<file path="src/rtl/mdio_cfg_pkg.sv">
// Shared types and constants for the MDIO PHY configuration sequencer.
package mdio_cfg_pkg;

  typedef enum logic [2:0] {
    S_PWRUP,
    S_CFG_ISSUE,
    S_CFG_WAIT,
    S_POLL_DLY,
    S_RD_BMSR,
    S_WT_BMSR,
    S_RD_PSSR,
    S_WT_PSSR
  } state_t;

  localparam logic [4:0] REG_BMSR      = 5'd1;
  localparam logic [4:0] REG_PSSR      = 5'd17;
  localparam int         BMSR_LINK_BIT = 2;
  localparam int         PSSR_SPD_MSB  = 15;
  localparam int         CFG_W         = 21;

  typedef struct packed {
    logic [4:0]  addr;
    logic [15:0] data;
  } cfg_entry_t;

endpackage

</file>
<file path="src/rtl/mdio_cfg_rom.sv">
// Fixed PHY register write table; unused slots read as zero.
module mdio_cfg_rom
  import mdio_cfg_pkg::*;
(
  input  logic [2:0]  idx,
  output cfg_entry_t  entry
);

  always_comb begin
    entry = '0;
    case (idx)
      3'd0:    entry = '{addr: 5'd0, data: 16'h9140};  // AN enable + soft reset
      3'd1:    entry = '{addr: 5'd4, data: 16'h01E1};
      3'd2:    entry = '{addr: 5'd9, data: 16'h0300};
      default: entry = '0;
    endcase
  end

endmodule

</file>
<file path="src/rtl/mdio_phy_cfg_seq.sv">
// Drives the MDIO master command port: writes the PHY config table after reset,
// then polls BMSR/PSSR and publishes link state as an atomic pair.
module mdio_phy_cfg_seq
  import mdio_cfg_pkg::*;
#(
  parameter int PWRUP_DLY   = 200000,
  parameter int POLL_PERIOD = 500000,
  parameter int OP_TIMEOUT  = 4096,
  parameter int N_CFG       = 3
) (
  input  logic        sys_clk,
  input  logic        sys_rst,
  input  logic        cfg_restart,
  output logic        op_exec,
  output logic        op_rh_wl,
  output logic [4:0]  op_addr,
  output logic [15:0] op_wr_data,
  input  logic        op_done,
  input  logic [15:0] op_rd_data,
  input  logic        op_rd_ack,
  output logic        busy,
  output logic        cfg_done,
  output logic        cfg_err,
  output logic        link_up,
  output logic [1:0]  link_speed
);

  state_t      state, state_nx;
  logic [2:0]  idx, idx_nx;
  logic [31:0] cnt, cnt_nx;
  logic        rst_pend, rst_pend_nx;
  logic        shadow, shadow_nx;
  logic        cfg_done_nx, cfg_err_nx, link_up_nx;
  logic [1:0]  link_speed_nx;
  logic        take_restart, op_tmo;
  cfg_entry_t  ent;
  logic        unused_rd;

  assign unused_rd = ^{op_rd_data[13:3], op_rd_data[1:0]};

  mdio_cfg_rom u_rom (.idx(idx), .entry(ent));

  always_ff @(posedge sys_clk or posedge sys_rst) begin
    if (sys_rst) begin
      state      <= S_PWRUP;
      idx        <= '0;
      cnt        <= '0;
      rst_pend   <= 1'b0;
      shadow     <= 1'b0;
      cfg_done   <= 1'b0;
      cfg_err    <= 1'b0;
      link_up    <= 1'b0;
      link_speed <= 2'b00;
    end else begin
      state      <= state_nx;
      idx        <= idx_nx;
      cnt        <= cnt_nx;
      rst_pend   <= rst_pend_nx;
      shadow     <= shadow_nx;
      cfg_done   <= cfg_done_nx;
      cfg_err    <= cfg_err_nx;
      link_up    <= link_up_nx;
      link_speed <= link_speed_nx;
    end
  end

  always_comb begin
    state_nx      = state;
    idx_nx        = idx;
    cnt_nx        = cnt + 32'd1;
    rst_pend_nx   = rst_pend | cfg_restart;
    shadow_nx     = shadow;
    cfg_done_nx   = cfg_done;
    cfg_err_nx    = cfg_err;
    link_up_nx    = link_up;
    link_speed_nx = link_speed;
    op_exec       = 1'b0;
    op_rh_wl      = 1'b0;
    op_addr       = '0;
    op_wr_data    = '0;
    busy          = 1'b0;
    take_restart  = 1'b0;
    // op_done on the last allowed cycle wins over the timeout
    op_tmo        = !op_done && (cnt == 32'(OP_TIMEOUT - 1));

    case (state)
      S_PWRUP: begin
        if (rst_pend) take_restart = 1'b1;
        else if (cnt == 32'(PWRUP_DLY - 1)) begin
          state_nx = S_CFG_ISSUE;
          idx_nx   = '0;
          cnt_nx   = '0;
        end
      end
      S_CFG_ISSUE: begin
        op_exec    = 1'b1;
        op_addr    = ent.addr;
        op_wr_data = ent.data;
        cnt_nx     = '0;
        state_nx   = S_CFG_WAIT;
      end
      S_CFG_WAIT: begin
        busy       = 1'b1;
        op_addr    = ent.addr;
        op_wr_data = ent.data;
        if (op_done) begin
          take_restart = rst_pend;
          cnt_nx       = '0;
          if (idx == 3'(N_CFG - 1)) begin
            cfg_done_nx = 1'b1;
            idx_nx      = '0;
            state_nx    = S_POLL_DLY;
          end else begin
            idx_nx   = idx + 3'd1;
            state_nx = S_CFG_ISSUE;
          end
        end else if (op_tmo) begin
          take_restart = rst_pend;
          cfg_err_nx   = 1'b1;
          idx_nx       = '0;
          cnt_nx       = '0;
          state_nx     = S_POLL_DLY;
        end
      end
      S_POLL_DLY: begin
        if (rst_pend) take_restart = 1'b1;
        else if (cnt == 32'(POLL_PERIOD - 1)) begin
          cnt_nx   = '0;
          state_nx = S_RD_BMSR;
        end
      end
      S_RD_BMSR, S_RD_PSSR: begin
        op_exec  = 1'b1;
        op_rh_wl = 1'b1;
        op_addr  = (state == S_RD_BMSR) ? REG_BMSR : REG_PSSR;
        cnt_nx   = '0;
        state_nx = (state == S_RD_BMSR) ? S_WT_BMSR : S_WT_PSSR;
      end
      S_WT_BMSR, S_WT_PSSR: begin
        busy     = 1'b1;
        op_rh_wl = 1'b1;
        op_addr  = (state == S_WT_BMSR) ? REG_BMSR : REG_PSSR;
        if (op_done || op_tmo) begin
          take_restart = rst_pend;
          cnt_nx       = '0;
          state_nx     = S_POLL_DLY;
          if (op_tmo || op_rd_ack) cfg_err_nx = 1'b1;
          else if (state == S_WT_BMSR) begin
            shadow_nx = op_rd_data[BMSR_LINK_BIT];
            state_nx  = S_RD_PSSR;
          end else begin
            // link state only ever moves as a complete BMSR+PSSR pair
            link_up_nx    = shadow;
            link_speed_nx = op_rd_data[PSSR_SPD_MSB -: 2];
          end
        end
      end
      default: state_nx = S_PWRUP;
    endcase

    if (take_restart) begin
      state_nx    = S_CFG_ISSUE;
      idx_nx      = '0;
      cnt_nx      = '0;
      rst_pend_nx = 1'b0;
      cfg_done_nx = 1'b0;
      cfg_err_nx  = 1'b0;
    end
  end

endmodule

</file>
<file path="config.mk">
export PLATFORM = sky130hd
export DESIGN_NAME = mdio_phy_cfg_seq
export DESIGN_NICKNAME = d
export VERILOG_FILES = /design/src/rtl/mdio_cfg_pkg.sv /design/src/rtl/mdio_cfg_rom.sv /design/src/rtl/mdio_phy_cfg_seq.sv
export SDC_FILE = /design/constraint.sdc
export NUM_CORES = 1
export LEC_CHECK = 0
export ABC_AREA = 0
export CELL_PAD_IN_SITES_DETAIL_PLACEMENT = 2
export CELL_PAD_IN_SITES_GLOBAL_PLACEMENT = 2
export CORE_MARGIN = 2
export CORE_UTILIZATION = 34
export CTS_CLUSTER_SIZE = 40
export DETAILED_ROUTE_END_ITERATION = 10
export GPL_ROUTABILITY_DRIVEN = 0
export PLACE_DENSITY = 0.92
export SLEW_MARGIN = 25
export SYNTH_ARGS = -nofsm -noshare
export SYNTH_HDL_FRONTEND = slang
export SYNTH_SLANG_ARGS = --single-unit
</file>
<file path="constraint.sdc">
create_clock -name sys_clk -period 4.6 [get_ports sys_clk]
set_clock_uncertainty 0.05 [all_clocks]
set_input_delay 0.69 -clock sys_clk [delete_from_list [all_inputs] [get_ports sys_clk]]
set_output_delay 0.69 -clock sys_clk [all_outputs]
set_load 0.03 [all_outputs]
</file>
# ---- Word level (Yosys, flattened, before mapping)
# Cells that the tools add are included.
dict set report totals {
  ff_bits 45
  in_bits 21
  output_inout_bits 29
  wordCells 112
}
dict set report classes {
  addsub 2
  eq_ne 21
  n_mux 53
  bitwise 3
  reduce_logical 24
}
# cell count
set op_table {}
lappend op_table {{$mux 32} 8}
lappend op_table {{$pmux 32 s5} 1}
lappend op_table {{$pmux 20 s3} 1}
lappend op_table {{$mux 3} 16}
lappend op_table {{$add 32x1->32 const B} 1}
lappend op_table {{$eq 32x12->1 const B} 1}
lappend op_table {{$eq 32x18->1 const B} 1}
lappend op_table {{$eq 32x19->1 const B} 1}
lappend op_table {{$ne 3x3->1 const B} 8}
lappend op_table {{$pmux 3 s6} 1}
lappend op_table {{$mux 1} 17}
lappend op_table {{$mux 16} 1}
lappend op_table {{$pmux 5 s3} 1}
lappend op_table {{$eq 3x3->1 const B} 4}
lappend op_table {{$reduce_and 4->1} 3}
lappend op_table {{$mux 5} 2}
lappend op_table {{$eq 3x2->1 const B} 3}
lappend op_table {{$reduce_or 2->1} 4}
lappend op_table {{$eq 3x1->1 const B} 2}
lappend op_table {{$logic_not 3->1} 2}
lappend op_table {{$pmux 3 s2} 1}
lappend op_table {{$reduce_and 6->1} 1}
lappend op_table {{$reduce_bool 2->1} 3}
lappend op_table {{$reduce_bool 3->1} 2}
lappend op_table {{14 further kinds} 18}

# ---- Longest topological paths before layout
dict set report logic_depth {
  word_depth 7
  mapped_depth 8
  ltp_nobuf 7
}

# ---- Modules after synthesis
# A second synthesis with hierarchy kept.
dict set report unflattened {
  hier_cells 321
  hier_area_um2 2798.9
}
# mod n_inst cells_per_inst area_each_um2 seq_area_each_um2
set modules_own_cells {}
lappend modules_own_cells {mdio_phy_cfg_seq 1 299 2636.3 1126.1}
lappend modules_own_cells {mdio_cfg_rom 1 22 162.7 0.0}

# ---- Worst setup path before layout
# No wires, ideal clock.
dict set report synth_path {
  path_type {reg-to-output}
  startpoint {register state[2]}
  endpoint {output op_addr[0]}
  arrival_time_ns 2.121
  t_required_ns 3.860
  setup_slack_ns 1.739
  path_stages_with_launch 6
  path_buffers 2
  path_cell_list {dfrtp_1 buf_2 clkbuf_1 a211o_1 nor3b_1 or2_2}
}
dict set report synth_via {
  elab_chain_len 3
  elab_cells_between_ends 10
  classes_between {eq/ne (6); mux (1); reduce/logical (3)}
}
# element line_no
set synth_rtl {}
lappend synth_rtl {{start: declaration} mdio_phy_cfg_seq.sv:28} ;# state_t state, state_nx;
lappend synth_rtl {{start signal: assignment} mdio_phy_cfg_seq.sv:55} ;# state <= state_nx;
lappend synth_rtl {{$eq 3x3->1, or another cell as far along} mdio_phy_cfg_seq.sv:86} ;# case (state)
lappend synth_rtl {{$reduce_or 2->1 (on tied branches)} n/a}
lappend synth_rtl {{$pmux 5 s3 *} mdio_phy_cfg_seq.sv:86}
lappend synth_rtl {{end: declaration} mdio_phy_cfg_seq.sv:16} ;# output logic [4:0] op_addr,
# Mark *: on every way between the ends. The rest lies on a longest branch, timed or not.

# ---- Final worst setup path
dict set report layout_path {
  startpoint {register state[1]}
  endpoint {output op_addr[0]}
}
# The elaborated chain is that of the path after synthesis.

==> flow_metrics.py <==
metrics = {
    "clock_tree": {
        "cts_tree": "done",
        "insertion_delay_ns": 0.30,
        "cts.repair.resized": 0,
        "cts_num_sinks": 45,
        "cts.htree.levels": 2,
        "root_buffer": "clkbuf_8",
        "cts.path.max_buffers": 2,
        "cts_buffers": 5,
        "cts.reportedPaths.clkPinSlew_ns": 0.09,
        "post-cts-setup-buffers": 0,
        "hold_buffers": 0,
    },
    "global_route": {
        "grt_max_degree": 46,
        "first_global_vias": 2473,
        "grt-ovfl-total": 0,
        "grt_usage_pct": 17.22,
        "busiest_layer": "met2",
        "antenna_found_initial": 0,
        "met1_usage_pct": 21.02,
        "grt_pass1_wl_um": 12170,
        "grt.met3_usage_pct": 2.659,
        "grt_use_met2_pct": 32.01,
    },
    "final_layout": {
        "fin_util_pct": 40.37,
        "diodes": 0,
        "fin_area_um2": 3136,
        "syn2layout_area_growth_pct": 15.01,
        "layout-drive-gt1-share_pct": 8.589,
        "fin_cells": 428,
        "nNetsFinal": 347,
    },
    "power": {
        "p_leak_nw": 1.280,
        "p_total_mw": 1.647,
        "power.density_nw_per_um2": 525.3,
        "ir_drop_mv": 0.1285,
    },
    "critical_path": {
        "cp-end-kind": "output port",
        "worstPathCellList": "inv_1 > nand2_1 > a211o_1 > nor3b_1 > or2_2 > clkdlybuf4s50_1",
        "worstPathArrival_ns": 2.56,
        "slowest_stage": "clkdlybuf4s50_1",
        "path_class": "flop to output port",
        "critical_path_peak_fanout": 13,
        "setup.worst_path.start_class": "flop",
        "cp.required_ns": 3.86,
        "slowest_delay_ns": 0.66,
    },
    "min_path": {
        "min_path_type": "flop to flop",
    },
    "timing": {
        "fin_ws_ns": 1.296,
        "setup_violations": 0,
        "min_period_ns": 3.304,
        "max_freq_ghz": 0.3027,
        "rsz0062_at_grt": "false",
        "finalSetupTns_ns": 0,
        "finalCritPeriodShare_pct": 71.82,
        "relSlewSlack_pct": 47.04,
        "worst_pin_slew_ns": 0.7935,
        "final-max-slew-violation-count": 0,
        "timing.hold.ws_ns": 0.4673,
        "hold_viol_final": 0,
    },
    "floorplan": {
        "ioPinCount": 50,
        "die_h_um": 93.55,
        "die_x_um": 93.55,
        "rows": 32,
        "start_util_pct": 35.10,
        "dieArea_um2": 8751,
        "core_area_um2": 7767,
    },
    "synthesis": {
        "syn_area_per_cell_um2": 8.881,
        "synthFlopType": "dfrtp_1",
        "seq_area_frac_synth_pct": 41.30,
        "synth_edf_count": 0,
        "syn_inst": 307,
        "ys_top_cells_by_count": "52 x nor2_1, 45 x dfrtp_1, 22 x nand3_1",
        "async_reset_ff_share_pct": 100.0,
        "ys_ff_latch": 45,
        "synth_top_area_cell": "dfrtp_1",
        "synth.area.top_cells": "dfrtp_1 41%, nor2_1 7.2%, xor2_1 5.1%",
        "yosysMostFrequentCell": "nor2_1",
        "ys_types": 50,
        "ys_warn_count": 0,
        "synth_area_um2": 2726,
        "yosysTopAreaCellShare_pct": 41.30,
    },
    "route": {
        "ant_nets": 0,
        "num_vias": 2299,
        "drc": 0,
        "wire_per_inst_um": 16.47,
        "wl_um": 7050,
        "drt_iter0_markers": 61,
        "drtPass1Iterations": 4,
        "avgViaCountPerCell": 5.371,
    },
    "run_status": {
        "status": "finished, final reports clean",
    },
    "placement": {
        "placed_area_um2": 3000,
        "port_buffers": 27,
        "place_ws_ns": 1.361,
        "dp.cells": 420,
        "dpl.hpwl_um": 5120,
    },
    "flow_run": {
        "drv_cap": 0,
    },
}
## flip-flops by register name, indices dropped and copies added, names as in the netlist
name	cells
cnt	32
idx	3
state	3
link_speed	2
cfg_done	1
cfg_err	1
link_up	1
rst_pend	1
shadow	1
## routing by layer
layer  up-vias  share of wire [%]
li1       1088                  -
met1      1161                 44
met2        43                 52
met3         7                2.8
met4         0                1.3
met5         -                  0
## kinds of logic after synthesis
group	count (synthesis)	synth area share, %
adders and majority gates	1	0.4589
AOI/OAI and AO/OA	33	8.398
buffers and inverters	34	7.297
other	1	0.1375
and+or+nand+nor	158	30.70
muxes	5	2.065
DFF	45	41.30
xor gates and xnor gates	30	9.637
## critical path: cells and delay by family (launching register included)
kind / cells / cell delay, ns
AOI/OAI and AO/OA: 1 / 0.37
buffers and inverters: 2 / 0.86
DFF: 1 / 0.53
and+or+nand+nor: 3 / 0.49
## power breakdown
| group | internal [mW] | switching [mW] |
|---|---|---|
| combinational | 0.277 | 0.464 |
| sequential | 0.445 | 0.105 |
| clock | 0.216 | 0.141 |
| total | 0.937 | 0.710 |
## cells in the final DEF, fill, tap and decap left out, drive strengths merged, types with 2 or more instances in the layout
master	Yosys	final
nor4	9	9
dfrtp	45	45
or4	2	2
inv	8	7
nand4	4	4
and4	3	3
a211o	2	2
a21oi	6	6
buf	18	2
o221ai	2	2
nor3b	2	2
or2	3	3
clkbuf	8	5
clkdlybuf4s50	0	27
o21ai	8	8
nand2	17	17
a31oi	4	4
o21bai	2	2
mux2	5	5
xnor2	14	14
nor4b	3	3
nand3	22	22
clkinv	0	2
nor3	18	18
bufinv	0	2
and2	7	7
nand4b	2	2
o31ai	2	2
and3	4	4
xor2	16	16
conb	1	9
or3	2	2
nor2	54	54
nand2b	3	3
## final timing paths
kind / startpoint / to / slack, ns / cells past startpoint
setup / recovery: state[1] / op_addr[0] / 1.30 / 6
hold / removal: link_speed[0] / link_speed[0] / 0.47 / 1
setup reg to reg: cnt[0] / cnt[11] / 1.34 / 8
hold reg to reg: link_speed[0] / link_speed[0] / 0.47 / 1
max in group asynchronous: sys_rst / state[0] / 3.24 / 2
min in group asynchronous: sys_rst / cnt[3] / 0.78 / 2
## cell type report
cell class                 instances  area [um2]
clock inverter                     3       65.06
tap                              102       127.6
clock buffer                       5       68.82
fill                             884        4632
timing repair buffer              29       285.3
inverter                           8       31.28
sequential                        45        1126
multi-input combinational        236        1431
No activity file was read; power rests on OpenSTA's default activity.
